--- src/rtl/pipe_pkg.sv ---
// Shared definitions for the elastic pipeline-stage register and its users.
package pipe_pkg;

    // Occupancy of a stage: the encoding is the number of held entries.
    typedef enum logic [1:0] {
        EMPTY = 2'd0,
        HALF  = 2'd1,
        FULL  = 2'd2
    } state_t;

    // Instruction word presented whenever no valid entry is at the output.
    localparam logic [15:0] NOP_INSTR = 16'b00001_00000000000;

    // Control bits cleared on a bubble. The hazard unit and the stage
    // instances use these constants so that they agree on bit positions.
    localparam logic [11:0] IDEX_KILL_MASK  = 12'h0F0;
    localparam logic [11:0] EXMEM_KILL_MASK = 12'h030;

endpackage

--- src/rtl/pipe_skid_stage_if.sv ---
// Valid/ready handshake and payload bundle for one pipeline-stage boundary.
interface pipe_skid_stage_if #(
    parameter int unsigned INSTR_W = 16,
    parameter int unsigned DATA_W  = 112,
    parameter int unsigned CTRL_W  = 12
);
    logic               in_valid;
    logic               in_ready;
    logic [INSTR_W-1:0] in_instr;
    logic [DATA_W-1:0]  in_data;
    logic [CTRL_W-1:0]  in_ctrl;
    logic               out_valid;
    logic               out_ready;
    logic [INSTR_W-1:0] out_instr;
    logic [DATA_W-1:0]  out_data;
    logic [CTRL_W-1:0]  out_ctrl;
    logic [1:0]         occupancy;

    // The side that feeds entries in and consumes them at the output.
    modport master (
        output in_valid, in_instr, in_data, in_ctrl, out_ready,
        input  in_ready, out_valid, out_instr, out_data, out_ctrl, occupancy
    );

    // The stage register itself.
    modport slave (
        input  in_valid, in_instr, in_data, in_ctrl, out_ready,
        output in_ready, out_valid, out_instr, out_data, out_ctrl, occupancy
    );
endinterface

--- src/rtl/skid_entry.sv ---
// One storage slot of the stage: a plain word register with a load enable.
// Not reset: validity is tracked by the owning FSM.
module skid_entry #(
    parameter int unsigned W = 140
) (
    input  logic         clk,
    input  logic         load,
    input  logic [W-1:0] d,
    output logic [W-1:0] q
);

    // Capture the word only when the owner asks for it.
    always_ff @(posedge clk) begin
        if (load) begin
            q <= d;
        end
    end

endmodule

--- src/rtl/pipe_skid_stage.sv ---
// Elastic pipeline-stage register: two-entry skid buffer with flush-to-bubble.
//
//   state | meaning
//   ------+--------------------------------------------------
//   EMPTY | nothing held; outputs show a bubble
//   HALF  | main entry held and driving the outputs
//   FULL  | main and skid held; in_ready low until a pop
module pipe_skid_stage #(
    parameter int unsigned       INSTR_W   = 16,
    parameter int unsigned       DATA_W    = 112,
    parameter int unsigned       CTRL_W    = 12,
    parameter logic [INSTR_W-1:0] NOP_INSTR = pipe_pkg::NOP_INSTR,
    parameter logic [CTRL_W-1:0] KILL_MASK = '1
) (
    input  logic                  clk,
    input  logic                  rst,
    input  logic                  flush,
    pipe_skid_stage_if.slave      bus
);
    import pipe_pkg::*;

    localparam int unsigned W = INSTR_W + DATA_W + CTRL_W;

    state_t         state_q, state_d;
    logic           push, pop, in_ready_w, out_valid_w;
    logic           load_main, load_skid, main_from_skid;
    logic           ctrl_live_q;
    logic [W-1:0]   in_word, main_d, main_q, skid_q;
    logic [CTRL_W-1:0] main_ctrl;

    assign in_ready_w  = (state_q != FULL);
    assign out_valid_w = (state_q != EMPTY);
    assign push        = bus.in_valid && in_ready_w;
    assign pop         = out_valid_w && bus.out_ready;
    assign in_word     = {bus.in_instr, bus.in_data, bus.in_ctrl};
    assign main_d      = main_from_skid ? skid_q : in_word;

    // State register; reset wins over everything else.
    always_ff @(posedge clk) begin
        if (!rst) begin
            state_q <= EMPTY;
        end else begin
            state_q <= state_d;
        end
    end

    // Next state and slot load strobes; flush discards everything, including
    // an entry offered in the same cycle.
    always_comb begin
        state_d        = state_q;
        load_main      = 1'b0;
        load_skid      = 1'b0;
        main_from_skid = 1'b0;
        if (flush) begin
            state_d = EMPTY;
        end else begin
            case (state_q)
                EMPTY: begin
                    if (push) begin
                        state_d   = HALF;
                        load_main = 1'b1;
                    end
                end
                HALF: begin
                    if (push && !pop) begin
                        state_d   = FULL;
                        load_skid = 1'b1;
                    end else if (push && pop) begin
                        load_main = 1'b1;
                    end else if (pop) begin
                        state_d = EMPTY;
                    end
                end
                FULL: begin
                    if (pop) begin
                        state_d        = HALF;
                        load_main      = 1'b1;
                        main_from_skid = 1'b1;
                    end
                end
                default: state_d = EMPTY;
            endcase
        end
    end

    // Remembers whether main has ever been loaded since reset, so a bubble
    // right after reset shows a zero control vector rather than stale data.
    always_ff @(posedge clk) begin
        if (!rst) begin
            ctrl_live_q <= 1'b0;
        end else if (load_main) begin
            ctrl_live_q <= 1'b1;
        end
    end

    skid_entry #(.W(W)) u_main (
        .clk  (clk),
        .load (load_main),
        .d    (main_d),
        .q    (main_q)
    );

    skid_entry #(.W(W)) u_skid (
        .clk  (clk),
        .load (load_skid),
        .d    (in_word),
        .q    (skid_q)
    );

    assign main_ctrl = main_q[CTRL_W-1:0];

    // Outputs come from registered state only; a bubble keeps the unmasked
    // control bits of the last held entry.
    always_comb begin
        bus.in_ready  = in_ready_w;
        bus.out_valid = out_valid_w;
        bus.occupancy = state_q;
        bus.out_data  = main_q[CTRL_W +: DATA_W];
        bus.out_instr = out_valid_w ? main_q[CTRL_W+DATA_W +: INSTR_W] : NOP_INSTR;
        if (out_valid_w) begin
            bus.out_ctrl = main_ctrl;
        end else if (ctrl_live_q) begin
            bus.out_ctrl = main_ctrl & ~KILL_MASK;
        end else begin
            bus.out_ctrl = '0;
        end
    end

endmodule

--- src/flat_wrapper.sv ---
// flat-port wrapper written by rule: the top's interface ports become plain ports
module pipe_skid_stage_flat import pipe_pkg::*;
#(
    parameter int unsigned       INSTR_W   = 16,
    parameter int unsigned       DATA_W    = 112,
    parameter int unsigned       CTRL_W    = 12,
    parameter logic [INSTR_W-1:0] NOP_INSTR = pipe_pkg::NOP_INSTR,
    parameter logic [CTRL_W-1:0] KILL_MASK = '1
)
  (clk, rst, flush, bus_in_valid, bus_in_instr, bus_in_data, bus_in_ctrl, bus_out_ready, bus_in_ready, bus_out_valid, bus_out_instr, bus_out_data, bus_out_ctrl, bus_occupancy);
  pipe_skid_stage_if #(.INSTR_W(INSTR_W), .DATA_W(DATA_W), .CTRL_W(CTRL_W)) bus_i ();
  input  logic clk;
  input  logic rst;
  input  logic flush;
  input wire logic [$bits(bus_i.in_valid)-1:0] bus_in_valid;
  input wire logic [$bits(bus_i.in_instr)-1:0] bus_in_instr;
  input wire logic [$bits(bus_i.in_data)-1:0] bus_in_data;
  input wire logic [$bits(bus_i.in_ctrl)-1:0] bus_in_ctrl;
  input wire logic [$bits(bus_i.out_ready)-1:0] bus_out_ready;
  output wire logic [$bits(bus_i.in_ready)-1:0] bus_in_ready;
  output wire logic [$bits(bus_i.out_valid)-1:0] bus_out_valid;
  output wire logic [$bits(bus_i.out_instr)-1:0] bus_out_instr;
  output wire logic [$bits(bus_i.out_data)-1:0] bus_out_data;
  output wire logic [$bits(bus_i.out_ctrl)-1:0] bus_out_ctrl;
  output wire logic [$bits(bus_i.occupancy)-1:0] bus_occupancy;
  assign bus_i.in_valid = bus_in_valid;
  assign bus_i.in_instr = bus_in_instr;
  assign bus_i.in_data = bus_in_data;
  assign bus_i.in_ctrl = bus_in_ctrl;
  assign bus_i.out_ready = bus_out_ready;
  assign bus_in_ready = bus_i.in_ready;
  assign bus_out_valid = bus_i.out_valid;
  assign bus_out_instr = bus_i.out_instr;
  assign bus_out_data = bus_i.out_data;
  assign bus_out_ctrl = bus_i.out_ctrl;
  assign bus_occupancy = bus_i.occupancy;
  pipe_skid_stage #(.INSTR_W(INSTR_W), .DATA_W(DATA_W), .CTRL_W(CTRL_W), .NOP_INSTR(NOP_INSTR), .KILL_MASK(KILL_MASK)) u_core (.clk(clk), .rst(rst), .flush(flush), .bus(bus_i));
endmodule
--- config.mk ---
export PLATFORM = sky130hd
export DESIGN_NAME = pipe_skid_stage_flat
export DESIGN_NICKNAME = d
export VERILOG_FILES = /design/src/rtl/pipe_pkg.sv /design/src/rtl/pipe_skid_stage_if.sv /design/src/rtl/skid_entry.sv /design/src/rtl/pipe_skid_stage.sv /design/src/flat_wrapper.sv
export SDC_FILE = /design/constraint.sdc
export NUM_CORES = 1
export LEC_CHECK = 0
export BUFFER_PORTS_ARGS = -buffer_cell sky130_fd_sc_hd__buf_2
export CAP_MARGIN = 20
export CORE_MARGIN = 1.5
export CORE_UTILIZATION = 40
export DETAILED_ROUTE_END_ITERATION = 10
export GPL_TIMING_DRIVEN = 1
export PLACE_DENSITY = 0.72
export SYNTH_ARGS = -nofsm -noshare
export SYNTH_HDL_FRONTEND = slang
export SYNTH_SLANG_ARGS = --single-unit
--- constraint.sdc ---
create_clock -name clk -period 44.5 [get_ports clk]
set_input_delay 13.35 -clock clk [delete_from_list [all_inputs] [get_ports clk]]
set_output_delay 13.35 -clock clk [all_outputs]
set_load 0.02 [all_outputs]
-- After elaboration in Yosys (flattened, before gate mapping)
Cells that the tools add are included.
- register bits: 282
- input bits: 145
- word-level logic and storage cells: 40
- equality and inequality tests: 7
- multiplexer cells: 20
- bitwise gates (word level): 1
- reductions and logical operators: 9
- operators by type and width (cell ; count):
    two-way mux 140 bit ; 1
    two-way mux 16 bit ; 1
    two-way mux 12 bit ; 1
    two-way mux 1 bit ; 10
    two-way mux 2 bit ; 5
    one-hot mux 2 bit (3 select lines) ; 1
    logical AND 1 bit ; 4
    != test 2 x 1 -> 1 bit (second input constant) ; 2
    AND reduction 4 bit ; 1
    != test 3 x 1 -> 1 bit (second input constant) ; 1
    != test 3 x 2 -> 1 bit (second input constant) ; 1
    one-hot mux 1 bit (3 select lines) ; 1
    equality test 2 x 1 -> 1 bit (second input constant) ; 1
    equality test 2 bit (second input constant) ; 1
    logical NOT 2 bit ; 1
    != test 2 bit (second input constant) ; 1
    nonzero test 2 bit ; 1
    OR reduction 2 bit ; 1
    logical NOT 1 bit ; 1
    inverter 1 bit ; 1

-- Logic depth before layout (Yosys ltp)
Gate-level depths: netlist of the first run.
- word-level depth: 7
- depth in mapped cells: 5

-- Modules after synthesis
From an unflattened synthesis of the first run, not the netlist that was laid out.
- cell total of the unflattened synthesis: 483
- area total of the unflattened synthesis: 10443.8 sq um
- modules (own cells, without submodules) (module ; instances ; cells an instance ; area an instance (sq um) ; sequential area each (sq um)):
    skid_entry ; 2 ; 140 ; 4204.0 ; 4204.0
    pipe_skid_stage ; 1 ; 203 ; 2035.7 ; 40.0

-- Least setup slack after synthesis of the first run
No wires, ideal clock.
- kind: input to register
- start point: input port bus_in_valid
- end point: register u_core.u_skid.q[0] (enable)
- arrival: 23.704 ns
- data required time: 43.658 ns
- setup slack: 19.954 ns
- stages on the path: 2
- buffers on the path: 0
- cells stage by stage: nor2b_1 > nor3b_1
- word-level cells in the longest chain between the ends: 5
- ends and longest elaborated chain (what ; RTL line ; RTL):
    from (decl) ; flat_wrapper.sv:15 ; input wire logic [$bits(bus_i.in_valid)-1:0] bus_in_valid;
    logical AND 1 bit ; pipe_skid_stage.sv:33 ; assign push = bus.in_valid && in_ready_w;
    logical AND 1 bit ; pipe_skid_stage.sv:65 ; if (push && !pop) begin
    two-way mux 1 bit ; pipe_skid_stage.sv:65 ;
    two-way mux 1 bit ; pipe_skid_stage.sv:57 ; case (state_q)
    two-way mux 1 bit ; pipe_skid_stage.sv:54 ; if (flush) begin
    net u_core.load_skid ; pipe_skid_stage.sv:26 ; logic load_main, load_skid, main_from_skid;
    to (signal assigned) ; skid_entry.sv:15 ; q <= d;
    to (decl) ; skid_entry.sv:9 ; output logic [W-1:0] q
The timed path passes the listed nets, and every way through them passes these cells.
A chain may end at the register's enable or synchronous reset.

-- Worst setup path in the final report of the first run
- start point: input port flush
- end point: register u_core.u_main.q[131], data pin
- word-level cells in the longest chain between the ends: 2
- ends and longest elaborated chain (what ; RTL line ; RTL):
    from (decl) ; flat_wrapper.sv:14 ; input logic flush;
    two-way mux 1 bit ; pipe_skid_stage.sv:54 ;
    two-way mux 140 bit ; pipe_skid_stage.sv:36 ; assign main_d = main_from_skid ? skid_q : in_word;
    net u_core.main_d[131] ; pipe_skid_stage.sv:28 ; logic [W-1:0] in_word, main_d, main_q, skid_q;
    to (signal assigned) ; skid_entry.sv:15 ;
    to (decl) ; skid_entry.sv:9 ;
The timed path passes the listed nets, and every way through them passes these cells.

==> reports/results.ini, run 1 <==
[detailed_routing]
antenna_violating_nets_post_route = 0
route.detailed.wl_per_inst_um = 17.6
dr.first_iter.drc_count = 290
drc_errors = 0
route.vias.total = 5405
drt-vias-per-instance = 4.52
drtPass1Iterations = 4
postRouteWirelength_um = 21100

[sta]
fin_tns_setup_ps = 0
report.final.setup_viol = 0
worst_slew_pin_slew_ps = 937
finalCritPeriodShare_pct = 34.2
slew_viol_final = 0
period_needed_ps = 15230
grt_setup_unrepaired = no
timing.max_slew.rel_slack_pct = 37.5
worst_clock_skew_ps = 13.2
timing.fmax_mhz = 65.7
final_hold_viols = 0

[grt]
antenna_found_initial = 4
pin_count_of_the_biggest_net_entering_global_routing = 69
use_met1_pct = 17.8
global_route.usage.met3_pct = 5.30
first_global_vias = 5539
grt.busiest_layer = met2
global_route.usage.met2_pct = 22.0
gr-total-overflow = 0
global_route.usage.total_pct = 13.8
grt_pass1_wl_um = 31100

[clock_tree]
clk_latency_ps = 540
clockBufferDepth = 3
cts.root.buffer_cell = clkbuf_16
ctsHtreeMaxLevel = 1
postCtsSetupBuffers = 0
tritoncts_buffer_count = 29
clk_pin_slew_worst_paths_ps = 60
postCtsHoldBufs = 0
tritoncts = done
postCtsResizedCells = 0
cts.sink_count = 282

[cells_and_area]
final_core_util_pct = 47.8
signed_area_change_from_the_synthesized_netlist_to_the_final_layout_pct = 17.6
final_common_cell = buf_2
layout-drive-gt1-share_pct = 47.4
finalNetCount = 938
leading_cell_types_in_the_layout_fill_and_taps_excluded = buf_2 (288), edfxtp_1 (280), mux2_1 (100), mux2_2 (40), clkbuf_16 (29)
fillers = 2454

[worst_setup_path]
start_kind = primary input
timing.critical_path.cells = buf_2 > nor3b_4 > buf_4 > mux2_2
timing.reg2reg.worst_path_depth = 4
path_depth = 4
cpMaxStageDelayCell = buf_4
worst-endpoint-arrival_ps = 15510
crit_path_max_fanout = 64
critical_path.max_stage_delay_ps = 790
critical-path-top-delay-family = buffers and inverters
cp_data_required_time_ps = 44780
worst_setup_path_end_kind = flop
critical_path_class = in2reg
critPathBufInv = 2

[pwr]
power_frac_seq_pct = 52.3
max-vdd-ir-drop_uv = 23.9
power_frac_comb_pct = 5.4
internal-power_mw = 0.456
power.static_leakage_nw = 4.90
power_density_nw_per_um2 = 43.5
switching_power_share_of_the_total_pct = 21.0
power.share.clock_pct = 42.4
p_sw_mw = 0.122

[floorplan]
core_area_sq_um = 27800
starting_density_of_the_core_pct = 40.6
number_of_top_level_pins = 289
die_footprint_sq_um = 29200
die_h_um = 171
die_width_um = 171
core.rowCount = 61

[synthesis]
syn_avg_cell_area_sq_um = 19.0
syn-num-nets = 740
synthDistinctLibCells = 21
netlist.area_leader.share_pct = 74.5
netlist_area_sq_um = 11300
part_of_the_yosys_area_used_for_sequential_elements_pct = 74.9
yosys-top-cells-area = edfxtp_1 (75%), mux2_1 (10%), buf_4 (7.5%)
post_synth_inst_count = 595
ys_warnings = 0
yosys.area.top_type = edfxtp_1
yosys_register_bits = 282

[placement]
half_perimeter_wire_length_after_detailed_placement_um = 13500
routabilityCongestion = 0.748
place.port_buffers = 288

[run_status]
run_status = finished clean

[min_path]
holdCritPathClass = reg2reg
holdPathStages = 1

[run]
maxCapViolations = 0

==> power groups by stage <==
stage / sequential [mW] / combinational (mW) / clock (mW)
after floorplan: 0.309 / 0.0210 / 0
after global placement: 0.307 / 0.0307 / 0
after detailed placement: 0.308 / 0.0313 / 0
after CTS: 0.302 / 0.0315 / 0.252
after global routing: 0.302 / 0.0338 / 0.261
final: 0.302 / 0.0310 / 0.245
==> path summary, 6_finish.rpt <==
| check | slack, ps | from | end |
|---|---|---|---|
| worst max register to register | 41580 | u_core.bus.occupancy[0]$_SDFFE_PP0P_ | u_core.u_main.q[131]$_DFFE_PP_ |
| worst min register to register | 530 | u_core.u_skid.q[39]$_DFFE_PP_ | u_core.u_main.q[39]$_DFFE_PP_ |
| worst max-delay path | 29270 | flush | u_core.u_main.q[131]$_DFFE_PP_ |
| worst min-delay path | 530 | u_core.u_skid.q[39]$_DFFE_PP_ | u_core.u_main.q[39]$_DFFE_PP_ |
==> layer usage <==
| metal | share of wire [%] | vias up |
|---|---|---|
| met1 | 43 | 2627 |
| met5 | 0.062 | - |
| li1 | - | 2526 |
| met3 | 10 | 35 |
| met4 | 1.7 | 2 |
| met2 | 46 | 215 |
==> kinds of logic (layout without fill, tap and decap cells) <==
kind of cell	count (synthesis)	count (layout)	share of synthesized area, %
other cells	0	3	0
buf+inv	131	352	8.83
compound gates	3	3	0.166
simple gates	39	39	2.17
flops	282	282	74.9
mux	140	140	14.0
==> state kept, by name, summed over array words and instances, names as in the netlist <==
name                  count
u_core.u_main.q         140
u_core.bus.occupancy      2
u_core.u_skid.q         140
==> cell type report <==
class | count | area (sq um) | area share [%]
inverter | 1 | 3.75 | 0.0283
clock buffer | 33 | 741 | 5.58
clock inverter | 21 | 220 | 1.66
sequential | 282 | 8450 | 63.6
tap | 378 | 473 | 3.56
antenna | 3 | 7.51 | 0.0566
timing repair buffer | 297 | 1520 | 11.4
multi-input combinational | 182 | 1870 | 14.1
==> through the flow <==
| step | total power [mW] | hold WS [ps] | instances | setup WS, ps | area (sq um) |
|---|---|---|---|---|---|
| floorplan | 0.330 | 508 | 595 | 19950 | 11300 |
| global placement | 0.338 | 512 | 1139 | 28320 | 12300 |
| detailed placement | 0.339 | 518 | 1140 | 28680 | 12300 |
| CTS | 0.586 | 535 | 1194 | 29260 | 13300 |
| global route | 0.598 | 544 | 1194 | 29170 | 13300 |
| finish | 0.578 | 531 | 1197 | 29270 | 13300 |
==> cells in the mapped netlist <==
cell type,n
nand2_1,2
dfxtp_1,2
nand2b_1,3
or3_1,1
clkbuf_1,3
edfxtp_1,280
buf_2,4
inv_1,1
or2_2,1
nor3b_1,1
nor3b_2,1
buf_6,10
mux2_2,40
a211oi_1,1
nor2b_1,28
a31oi_1,1
nand3b_1,1
mux2_1,100
nor2_1,1
a21oi_1,1
buf_4,113
Note: power is estimated with default switching activity, not from simulation.
==> run 2: changes to the inputs <==
- PLACE_DENSITY: 0.72 -> 0.74
- clock period: 44.5 -> 13.9 ns (I/O delays scaled with it)
==> reports/results.ini, run 2 (synthesis results as in run 1) <==
[sta]
worst_clock_skew_ps = 16.9  ; +3.71 ps
worst_slew_pin_slew_ps = 930  ; -7.18 ps
grt_setup_unrepaired = no
crit_path_setup_slack_layout_ps = 7970  ; -21290 ps
report.final.setup_viol = 0  ; unchanged
final_hold_viols = 0  ; unchanged
fin_tns_setup_ps = 0  ; unchanged
timing.max_slew.rel_slack_pct = 38.0  ; +0.48 points
period_needed_ps = 5930
timing.fmax_mhz = 169
slew_viol_final = 0  ; unchanged
whs_ps = 529  ; -1.97 ps
finalCritPeriodShare_pct = 42.6

[detailed_routing]
drtPass1Iterations = 6  ; +2
route.vias.total = 5420  ; +0.28%
route.detailed.wl_per_inst_um = 17.4  ; -1.3%
drt-vias-per-instance = 4.55  ; +0.70%
dr.first_iter.drc_count = 251  ; -13%
postRouteWirelength_um = 20700  ; -1.7%
antenna_violating_nets_post_route = 0  ; unchanged
drc_errors = 0  ; unchanged

[placement]
dp_slack_ps = 7490  ; -21190 ps
inst_count_dp = 1137  ; -0.26%
routabilityCongestion = 0.722  ; -3.5%
place.port_buffers = 288  ; unchanged
postPlaceCellArea_sq_um = 12300  ; about the same
half_perimeter_wire_length_after_detailed_placement_um = 13000  ; -4.1%

[worst_setup_path]
cp_data_required_time_ps = 9730  ; -35050 ps
r2r_start = u_core.bus.occupancy[0]$_SDFFE_PP0P_
crit_path_max_fanout = 29  ; -55%
timing.reg2reg.worst_path_depth = 5  ; +1
critical_path_class = reg2out
worst_setup_path_end_kind = output pin
worst-endpoint-arrival_ps = 1760  ; -13750 ps
timing.reg2reg.setup_slack_ps = 11230  ; -30350 ps
worst_r2r_endpoint = u_core.u_main.q[109]$_DFFE_PP_
start_kind = flop

[clock_tree]
ctsHtreeMaxLevel = 1  ; unchanged
postCtsHoldBufs = 0  ; unchanged
tritoncts = done
postCtsSetupBuffers = 0  ; unchanged
postCtsResizedCells = 0  ; unchanged
cts.root.buffer_cell = clkbuf_16
tritoncts_buffer_count = 30  ; +3.4%
clk_pin_slew_worst_paths_ps = 60  ; about the same
cts.sink_count = 282  ; unchanged
clk_latency_ps = 540  ; about the same
clockBufferDepth = 3  ; unchanged

[pwr]
power_frac_seq_pct = 52.4  ; about the same
max-vdd-ir-drop_uv = 94.8  ; +300%
power_mw = 1.84  ; +220%
power_frac_comb_pct = 5.4  ; about the same
internal-power_mw = 1.46  ; +220%
p_sw_mw = 0.382  ; +210%
power.static_leakage_nw = 4.89  ; -0.18%
switching_power_share_of_the_total_pct = 20.7  ; -0.33 points
power_density_nw_per_um2 = 139  ; +220%
power.share.clock_pct = 42.2  ; -0.2 points

[cells_and_area]
layout-drive-gt1-share_pct = 46.9  ; -0.50 points
fillers = 2404  ; -2.0%
final-instance-count-excl-fill = 1192  ; -0.42%
signed_area_change_from_the_synthesized_netlist_to_the_final_layout_pct = 17.7  ; about the same
antenna-diode-count = 0  ; -3
finalNetCount = 936  ; -0.21%
final_area_sq_um = 13300  ; about the same
final_core_util_pct = 47.8  ; about the same
leading_cell_types_in_the_layout_fill_and_taps_excluded = buf_2 (288), edfxtp_1 (280), mux2_1 (100), mux2_2 (40), clkbuf_16 (31)
final_common_cell = buf_2

[floorplan]
core.rowCount = 61  ; unchanged
starting_density_of_the_core_pct = 40.6  ; unchanged
number_of_top_level_pins = 289  ; unchanged
die_width_um = 171  ; unchanged
core_area_sq_um = 27800  ; unchanged
die_footprint_sq_um = 29200  ; unchanged
die_h_um = 171  ; unchanged

[min_path]
holdPathStages = 1  ; unchanged
hold_end = u_core.u_main.q[57]$_DFFE_PP_
hold_path_startpoint = u_core.u_skid.q[57]$_DFFE_PP_
holdCritPathClass = reg2reg

[grt]
first_global_vias = 5650  ; +2.0%
grt_pass1_wl_um = 30700  ; -1.6%
antenna_found_initial = 0  ; -4
gr-total-overflow = 0  ; unchanged
global_route.usage.total_pct = 13.5  ; -0.30 points
grt.busiest_layer = met2
use_met1_pct = 16.2  ; -1.6 points
global_route.usage.met2_pct = 23.2  ; +1.3 points
pin_count_of_the_biggest_net_entering_global_routing = 141  ; +100%
global_route.usage.met3_pct = 4.19  ; -1.1 points

[run_status]
run_status = finished clean

[run]
maxCapViolations = 0  ; unchanged

run 2: changes by cell type in the layout (fill, tap and decap cells not counted):
cell | before | now
buf_4 | 8 | 4
clkinv_1 | 5 | 8
diode_2 | 3 | 0
inv_6 | 3 | 0
buf_12 | 0 | 2
clkbuf_16 | 29 | 31
buf_8 | 1 | 0
bufinv_16 | 4 | 3
clkinv_2 | 6 | 5
clkinvlp_4 | 1 | 2
nor3b_2 | 1 | 0
nor3b_4 | 1 | 2
run 2: worst max-delay path by stage:
stage	start	endpoint	slack, ps	depth (start not counted)
after floorplan	bus_in_valid	u_core.u_main.q[0]$_DFFE_PP_	2030	3
after global placement	flush	u_core.u_main.q[67]$_DFFE_PP_	7510	5
after detailed placement	flush	u_core.u_main.q[109]$_DFFE_PP_	7490	5
after CTS	u_core.bus.occupancy[1]$_SDFFE_PP0P_	bus_out_instr[11]	7930	4
after global routing	u_core.bus.occupancy[1]$_SDFFE_PP0P_	bus_out_instr[11]	7890	4
final	u_core.bus.occupancy[1]$_SDFFE_PP0P_	bus_out_instr[11]	7970	4
run 2: cell type report:
cell class / count / area (sq um) / share of cell area, %
sequential: 282 / 8450 / 63.6
multi-input combinational: 182 / 1870 / 14.1
timing repair buffer: 294 / 1510 / 11.4
clock buffer: 35 / 791 / 5.96
tap: 378 / 473 / 3.56
clock inverter: 20 / 178 / 1.34
inverter: 1 / 3.75 / 0.0283
run 2: power groups by stage:
stage / clock network, mW / logic [mW] / registers (mW)
detailed placement: 0 / 0.100 / 0.985
global route: 0.825 / 0.108 / 0.969
CTS: 0.804 / 0.101 / 0.967
finish: 0.778 / 0.0993 / 0.967
floorplan: 0 / 0.0674 / 0.989
global placement: 0 / 0.0976 / 0.984
run 2: critical path: stages, from the launching register on:
cell	delay [ps]
dfxtp_1	420
nor2_2	60
buf_4	230
or2_2	310
buf_2	170
run 2: metal layers:
| metal | wire length, um | up-vias | part of all wire, % |
|---|---|---|---|
| met5 | 0 | - | 0 |
| met4 | 599 | 0 | 2.9 |
| met1 | 8420 | 2653 | 41 |
| met3 | 1650 | 35 | 8.0 |
| met2 | 10000 | 214 | 48 |
| li1 | - | 2518 | - |
==> run 3: changes to the inputs <==
- ABC_AREA: default -> 1
- PLACE_DENSITY: 0.74 -> 0.72
- clock period: 13.9 -> 6.1 ns (I/O delays scaled with it)
==> reports/results.ini, run 3 <==
[run_status]
run_status = finished clean

[placement]
place.port_buffers = 288  ; unchanged
dp_slack_ps = 2280  ; -5210 ps
routabilityCongestion = 0.799  ; +11%
inst_count_dp = 1461  ; +28%
half_perimeter_wire_length_after_detailed_placement_um = 14100  ; +9.0%

[min_path]
holdCritPathClass = reg2reg
hold_path_startpoint = u_core.u_skid.q[75]$_DFFE_PP_

[pwr]
power.static_leakage_nw = 6.08  ; +24%
p_sw_mw = 0.896  ; +130%
internal-power_mw = 3.33  ; +130%
max-vdd-ir-drop_uv = 226  ; +140%
power.share.clock_pct = 41.9  ; -0.3 points
power_mw = 4.23  ; +130%
switching_power_share_of_the_total_pct = 21.2  ; +0.49 points
power_frac_seq_pct = 52.2  ; -0.2 points
power_density_nw_per_um2 = 309  ; +120%
power_frac_comb_pct = 5.9  ; +0.5 points

[detailed_routing]
route.vias.total = 6696  ; +24%
drtPass1Iterations = 5  ; -1
dr.first_iter.drc_count = 504  ; +100%
route.detailed.wl_per_inst_um = 14.5  ; -17%
drc_errors = 0  ; unchanged
drt-vias-per-instance = 4.41  ; -2.9%
antenna_violating_nets_post_route = 0  ; unchanged
postRouteWirelength_um = 22000  ; +6.2%

[synthesis]
synthDistinctLibCells = 19  ; -9.5%
yosys.area.top_type = edfxtp_1
synthFlopType = edfxtp_1
post_synth_arst_share_pct = 0  ; unchanged
yosys-top-cells-area = edfxtp_1 (71%), buf_4 (7.2%), inv_1 (5.5%)
netlist.area_leader.share_pct = 71.1  ; -3.5 points
synth.most_common_cell = edfxtp_1
post_synth_inst_count = 927  ; +56%
ys_top_cells_by_count = edfxtp_1 (280), inv_1 (173), nand2_1 (145)
syn_avg_cell_area_sq_um = 12.8  ; -33%
yosys_register_bits = 282  ; unchanged
part_of_the_yosys_area_used_for_sequential_elements_pct = 71.4  ; -3.5 points
netlist_area_sq_um = 11800  ; +4.9%
synth_edf_count = 280  ; unchanged
ys_warnings = 0  ; unchanged
syn-num-nets = 1072  ; +45%

[clock_tree]
postCtsHoldBufs = 0  ; unchanged
cts.sink_count = 282  ; unchanged
tritoncts = done
ctsHtreeMaxLevel = 1  ; unchanged
postCtsSetupBuffers = 0  ; unchanged
clk_pin_slew_worst_paths_ps = 60  ; about the same
clockBufferDepth = 3  ; unchanged
clk_latency_ps = 540  ; about the same
cts.root.buffer_cell = clkbuf_16
tritoncts_buffer_count = 30  ; unchanged
postCtsResizedCells = 0  ; unchanged

[worst_setup_path]
cp_data_required_time_ps = 4270  ; -5460 ps
r2r_start = u_core.bus.occupancy[1]$_SDFFE_PP0P_
critical_path_class = reg2out
setup.worst_path.start = u_core.bus.occupancy[1]$_SDFFE_PP0P_
start_kind = flop
worst_setup_path_end_kind = output pin
worst-endpoint-arrival_ps = 1810  ; +50 ps
crit_path_max_fanout = 30  ; +3.4%

[floorplan]
starting_density_of_the_core_pct = 40.9  ; +0.27 points
number_of_top_level_pins = 289  ; unchanged
die_width_um = 175  ; +2.4%
core_area_sq_um = 28900  ; +4.2%
die_h_um = 175  ; +2.4%
core.rowCount = 62  ; +1.6%
die_footprint_sq_um = 30600  ; +4.8%

[cells_and_area]
leading_cell_types_in_the_layout_fill_and_taps_excluded = buf_2 (288), edfxtp_1 (280), inv_1 (173), nand2_1 (145), o21ai_0 (81)
finalNetCount = 1254  ; +34%
final_common_cell = buf_2
multi_input_comb_area_sq_um = 1620  ; -13%
signed_area_change_from_the_synthesized_netlist_to_the_final_layout_pct = 15.7
final-instance-count-excl-fill = 1517  ; +27%
layout-drive-gt1-share_pct = 34.5  ; -12 points
fillers = 2593  ; +7.9%
regArea_sq_um = 8450  ; unchanged
final_core_util_pct = 47.3  ; -0.47 points

[sta]
worst_clock_skew_ps = 7.68  ; -9.19 ps
finalCritPeriodShare_pct = 59.7
crit_path_setup_slack_layout_ps = 2460  ; -5510 ps
grt_setup_unrepaired = no
final_hold_viols = 0  ; unchanged
fin_tns_setup_ps = 0  ; unchanged
worst_slew_pin_slew_ps = 1040  ; +108 ps
timing.fmax_mhz = 275
report.final.setup_viol = 0  ; unchanged
timing.max_slew.rel_slack_pct = 30.8  ; -7.2 points
slew_viol_final = 0  ; unchanged
period_needed_ps = 3640

[grt]
grt_pass1_wl_um = 34700  ; +13%
global_route.usage.total_pct = 14.0  ; +0.52 points
antenna_found_initial = 2  ; +2
gr-total-overflow = 0  ; unchanged
first_global_vias = 6828  ; +21%
pin_count_of_the_biggest_net_entering_global_routing = 161  ; +14%

[run]
maxCapViolations = 0  ; unchanged

==> run 3: cell types whose count changed in the layout (fill, tap and decap cells not counted), sizes merged, moves of 4 or more <==
cell / previous run / this run
mux2: 140 / 0
inv: 1 / 174
nor2: 1 / 30
nor2b: 28 / 0
nand4: 0 / 4
o21ai: 0 / 141
nand2: 2 / 145
==> run 3: metal layers <==
layer / vias up / global-route usage, % / wire [um]
li1: 3302 / - / -
met1: 3095 / 17.6 / 9330
met2: 250 / 23.3 / 10100
met3: 47 / 4.42 / 1890
met4: 2 / 4.24 / 621
met5: - / 0 / 13
==> run 3: worst paths after layout <==
kind	slack [ps]	end	depth (start not counted)
worst max-delay path	2460	bus_out_instr[11]	4
worst max register to register	3490	u_core.u_main.q[121]$_DFFE_PP_	5
worst min register to register	560	u_core.u_main.q[75]$_DFFE_PP_	2
worst min-delay path	560	u_core.u_main.q[75]$_DFFE_PP_	2
==> run 3: per-stage QoR <==
stage	hold WS, ps	cell area, sq um
floorplan	545	11900
global placement	551	12700
detailed placement	559	12700
CTS	567	13700
global route	587	13700
finish	564	13700
==> run 3: cells by family after synthesis <==
kind of cell / synth area share (%)
AND/OR/NAND/NOR: 6.07
AO/OA/AOI/OAI: 7.44
flip-flops: 71.4
buffers and inverters: 15.1
==> run 3: final cells by class <==
type,instances,share of cell area [%]
antenna,1,0.0183
clock buffer,35,5.78
clock inverter,20,1.29
inverter,174,4.77
multi-input combinational,326,11.8
sequential,282,61.7
tap,384,3.51
timing repair buffer,295,11.1
==> run 3: critical path, stage by stage, from the launching register on <==
cell and delay [ps]:
dfxtp_1 490, nor2_2 70, buf_4 240, or2_2 300
buf_2 170
==> run 3: power groups by stage <==
| stage | sequential, mW | combinational, mW | clock (mW) |
|---|---|---|---|
| CTS | 2.21 | 0.254 | 1.83 |
| detailed placement | 2.25 | 0.252 | 0 |
| floorplan | 2.25 | 0.172 | 0 |
| finish | 2.21 | 0.249 | 1.77 |
| global placement | 2.25 | 0.245 | 0 |
| global route | 2.21 | 0.276 | 1.90 |
